**config.mk**
```make
export PLATFORM = sky130hd
export DESIGN_NAME = tdm_demux4
export DESIGN_NICKNAME = d
export VERILOG_FILES = /design/src/rtl/tdm_demux4.sv
export SDC_FILE = /design/constraint.sdc
export NUM_CORES = 1
export LEC_CHECK = 0
export BUFFER_PORTS_ARGS = -buffer_cell sky130_fd_sc_hd__buf_2
export CORE_MARGIN = 2
export CORE_UTILIZATION = 47
export DETAILED_ROUTE_END_ITERATION = 8
export PLACE_DENSITY = 0.73
export SYNTH_ARGS = -nofsm -noshare
export SYNTH_HDL_FRONTEND = slang
export SYNTH_SLANG_ARGS = --single-unit
export TNS_END_PERCENT = 100
```
**constraint.sdc**
```tcl
create_clock -name clk -period 1.6 [get_ports clk]
set_input_delay 0 -clock clk [delete_from_list [all_inputs] [get_ports clk]]
set_output_delay 0 -clock clk [all_outputs]
set_load 0.1 [all_outputs]
```
**src/rtl/tdm_demux4.sv**
```systemverilog
// tdm_demux4 -- receive side of a 4-lane time-division multiplexed serial link.
//
// A frame is four consecutive accepted beats carrying lanes 0,1,2,3 in order.
// W frames make one word: every lane collects W bits, with the earliest frame
// in the MSB. When the lane-3 beat of the last frame is accepted, all four
// lane words are published on y0..y3 and out_valid pulses for one cycle.
// The block locks on the first beat flagged with sync. After that, sync is
// optional at frame boundaries. A sync seen mid-frame triggers a resync and
// pulses sync_err.
//
// Ports
//   clk        sole clock, rising edge
//   rst        synchronous, active-high reset
//   din        serial lane bit, valid when din_valid is high
//   din_valid  beat qualifier; din and sync are ignored when low
//   sync       marks the accepted beat as lane 0 of a frame
//   y0..y3     registered lane words (W bits each)
//   out_valid  one-cycle pulse when y0..y3 take a completed word
//   sync_err   one-cycle pulse when sync arrives at a non-zero slot
//   slot       lane index that the next accepted beat will be written to
//   locked     high while the receiver is aligned (RUN state)
module tdm_demux4 #(
  parameter int W = 1
) (
  input  logic         clk,
  input  logic         rst,
  input  logic         din,
  input  logic         din_valid,
  input  logic         sync,
  output logic [W-1:0] y0,
  output logic [W-1:0] y1,
  output logic [W-1:0] y2,
  output logic [W-1:0] y3,
  output logic         out_valid,
  output logic         sync_err,
  output logic [1:0]   slot,
  output logic         locked
);

  // Frame counter range is 0..15, which covers the full legal range of W.
  localparam int FW = 4;

  typedef enum logic {
    IDLE = 1'b0,
    RUN  = 1'b1
  } state_e;

  state_e                state_q,     state_d;
  logic [1:0]            slot_q,      slot_d;
  logic [FW-1:0]         frame_q,     frame_d;
  logic [3:0][W-1:0]     lane_q,      lane_d;
  logic [3:0][W-1:0]     y_q,         y_d;
  logic                  out_valid_q, out_valid_d;
  logic                  sync_err_q,  sync_err_d;

  // NOTE: every signal gets its hold value first, so no path through the
  // case statement leaves one unassigned and no latch is inferred.
  always_comb begin
    state_d     = state_q;
    slot_d      = slot_q;
    frame_d     = frame_q;
    lane_d      = lane_q;
    y_d         = y_q;
    out_valid_d = 1'b0;
    sync_err_d  = 1'b0;

    case (state_q)
      IDLE: begin
        // Discard everything until a sync beat. That beat becomes lane 0,
        // frame 0 of the first word.
        if (din_valid && sync) begin
          state_d   = RUN;
          lane_d    = '0;
          lane_d[0] = W'(din);
          slot_d    = 2'd1;
          frame_d   = '0;
        end
      end

      RUN: begin
        if (din_valid) begin
          if (sync && (slot_q != 2'd0)) begin
            // Misaligned sync: drop the partial word and restart with this
            // beat as lane 0. This wins even over a word-completing beat.
            sync_err_d = 1'b1;
            lane_d     = '0;
            lane_d[0]  = W'(din);
            slot_d     = 2'd1;
            frame_d    = '0;
          end else begin
            // Shift left so the earliest frame of a word ends up in the MSB.
            lane_d[slot_q] = (lane_q[slot_q] << 1) | W'(din);
            slot_d         = slot_q + 2'd1;
            if (slot_q == 2'd3) begin
              if (frame_q == FW'(W - 1)) begin
                // Publish lane_d rather than lane_q so the lane-3 bit of
                // this very beat is included.
                y_d         = lane_d;
                out_valid_d = 1'b1;
                frame_d     = '0;
              end else begin
                frame_d = frame_q + FW'(1);
              end
            end
          end
        end
      end
    endcase
  end

  // NOTE: sequential state uses non-blocking assignments only, so every flop
  // samples the values from before the edge, whatever the statement order.
  always_ff @(posedge clk) begin
    if (rst) begin
      // NOTE: the working lanes are a handful of flops, not a RAM. Resetting
      // them costs nothing and keeps a stale word from ever appearing.
      state_q     <= IDLE;
      slot_q      <= '0;
      frame_q     <= '0;
      lane_q      <= '0;
      y_q         <= '0;
      out_valid_q <= 1'b0;
      sync_err_q  <= 1'b0;
    end else begin
      state_q     <= state_d;
      slot_q      <= slot_d;
      frame_q     <= frame_d;
      lane_q      <= lane_d;
      y_q         <= y_d;
      out_valid_q <= out_valid_d;
      sync_err_q  <= sync_err_d;
    end
  end

  assign y0        = y_q[0];
  assign y1        = y_q[1];
  assign y2        = y_q[2];
  assign y3        = y_q[3];
  assign out_valid = out_valid_q;
  assign sync_err  = sync_err_q;
  assign slot      = slot_q;
  assign locked    = (state_q == RUN);

endmodule

```
==> qor.txt <==
Hold Path End = slot[1]$_SDFFE_PP0P_
PwrDens = 720.6 nW/um^2
Distinct cells, synth = 26
hold path cells = 3
grt total ovfl = 0
routed len/inst = 13.02 um
final core utilization = 67.74%
Max-Slew Margin vs Limit = 67.74%
first-pass GRT wire length = 2904 um
Power Total = 0.0007610 W
flop-to-flop setup slack = -0.04 ns
number of synthesized flops with an enable pin = 0
beginning of the worst hold path = din_valid
crit share post-route = 102.3%
pin count of the biggest net entering global routing = 18
crit path kind = reg -> reg
count leader, synth = dfxtp_1
post-synth top area cell = dfxtp_1
drt pass-1 iters = 4
via count = 704
RD Place Congestion = 0.8098
Pins Over Slew Limit = 0
Cells after Synth = 90
TritonCTS Sinks = 16
# setup viols final = 1
crit start category = flop
RSZ-0062 raised after global routing = true
Final min period = 1.636 ns
Num CTS Buffers = 3
CP endpoint kind = flop
R2R Path End = y3$_SDFFE_PP0P_
leading post-synthesis cells by cell area = dfxtp_1 (40%), ha_1 (9.4%), mux2i_1 (6.3%), a21oi_1 (5.6%), nor2_1 (4.7%)
CP startpoint = frame_q[0]$_SDFFE_PP0P_
MaxCap Viol Count = 0
Synth Warn # = 0
Starting Density = 51.28%
area delta synth->final = 32.08%
share of cells above drive strength 1 = 42.61%
HP Class = in -> reg
status = complete, but fails checks
Final Hold Vio Count = 0
r2r worst-path depth = 7
Final ANT Viol Nets = 0
leakage dissipation = 0.4501 nW
HPWL after DPL = 1205 um
worst-path maximum fanout = 7
worst slack at placement = -0.08405 ns
maximum operating frequency = 0.6112 GHz
Worst EP arrival = 1.81 ns
initial antenna violation count = 0
1st-iter DRT viols = 17
DIE WIDTH = 45.25 um
WHS = 0.04239 ns
Worst Skew = 0.003224 ns
root buf cell = clkbuf_4
DRT Wirelength = 1705 um
register area share after synthesis = 40.06%
port buffer count = 13
# nets final = 127
mapped cell area = 799.5 sq um
Clock transition at path regs = 0.09 ns
RR Startpoint = frame_q[0]$_SDFFE_PP0P_
core area = 1559 sq um
Fillers = 129
Clock Latency Late Sink = 0.28 ns
CTS H-tree depth = 1
Syn Area/Cell = 8.884 sq um
Synth Register Bits = 16
Synthesized Nets = 101
area of the die = 2047 sq um
Total Routing Usage GR = 19.72%
failing checks = setup timing
VDD IR-drop max = 537.4 uV
Top FF cell, synth = dfxtp_1
Worst-Margin Slew = 0.4872 ns
Post-synth ARST share = 0%
CP required = 1.77 ns
# rows = 14
synth cell count leaders = dfxtp_1 (16), nor2_1 (10), a21oi_1 (9)
CTS tree = yes
clk buf depth = 2
Remaining DRCs = 0
vias in the first global route = 657
setup ws final = -0.03618 ns
IO Pins = 14
drt via density = 5.374
Die Y = 45.25 um
# diodes = 0
share of Yosys cell area claimed by the top area cell type = 40.06%
[through the flow]
step | cells | setup TNS, ns | instance area (sq um)
2_1_floorplan | 90 | -0.3043 | 827.0
3_3_place_gp | 122 | -0.1021 | 949.7
3_5_place_dp | 122 | -0.2657 | 949.7
4_1_cts | 130 | -0.05866 | 1020
5_1_grt | 131 | -0.2280 | 1056
6_report | 131 | -0.03618 | 1056
[how the worst max path moves through the flow]
| stage | to | slack (ns) | cells past startpoint |
|---|---|---|---|
| floorplan | y3$_SDFFE_PP0P_ | -0.09 | 6 |
| global placement | y3$_SDFFE_PP0P_ | -0.05 | 7 |
| detailed placement | y3$_SDFFE_PP0P_ | -0.08 | 7 |
| CTS | y3$_SDFFE_PP0P_ | -0.03 | 7 |
| global route | y3$_SDFFE_PP0P_ | -0.11 | 7 |
| finish | y3$_SDFFE_PP0P_ | -0.04 | 7 |
[cell families (layout without fill, tap and decap cells)]
group / Yosys count / count (layout) / share of synthesized area [%]
buf+inv: 10 / 35 / 4.694
compound gates: 23 / 23 / 18.47
flops: 16 / 16 / 40.06
fa+ha+maj: 6 / 6 / 9.389
simple gates: 30 / 30 / 21.13
mux: 5 / 5 / 6.260
[layout by cell type (no fill, tap or decap), types with 4 or more instances in the layout]
master / instances
nor2_1: 9
dfxtp_1: 11
o21ai_0: 4
buf_4: 11
mux2i_1: 5
a21oi_1: 9
nand2_1: 6
ha_1: 4
buf_2: 13
[worst max-delay path: stages (launching register included)]
cell and delay [ns]:
dfxtp_2 0.34, inv_2 0.07, ha_4 0.11, or3b_4 0.38, nor4b_4 0.23, buf_6 0.16
mux2i_1 0.17, nor2_1 0.05
[state kept, by name (all words and copies together) (netlist names)]
register / count
y1: 1
y0: 1
lane_q: 3
y2: 1
out_valid: 1
slot: 2
locked: 1
y3: 1
sync_err: 1
frame_q: 4
[routing by layer]
metal	global-route usage, %	share of wire, %	vias up
met2	28.86	46	16
met3	4.800	3.2	4
met1	26.78	49	316
met4	10.00	2.4	0
met5	0	0	-
li1	-	-	368
[power by group]
| group | internal, W | total [W] | switching (W) | leakage [nW] |
|---|---|---|---|---|
| registers | 0.000402 | 0.000412 | 0.00000938 | 0.133 |
| logic | 0.0000446 | 0.000128 | 0.0000834 | 0.303 |
| clock network | 0.0000968 | 0.000221 | 0.000125 | 0.0150 |
[layout make-up]
type,count,area [sq um],area share [%]
inverter,6,25.02,2.370
clock buffer,4,26.28,2.488
sequential,16,334.1,31.64
timing repair buffer,25,158.9,15.05
multi-input combinational,64,491.7,46.56
tap,16,20.02,1.896
[what timing repair did]
item	4_1_cts	5_1_grt
buffers inserted	4	1
hold buffers	0	0
endpoints found under the setup margin	4	9
resized for setup	4	6
pin swaps	3	4
(Power assumes the default switching activity.)
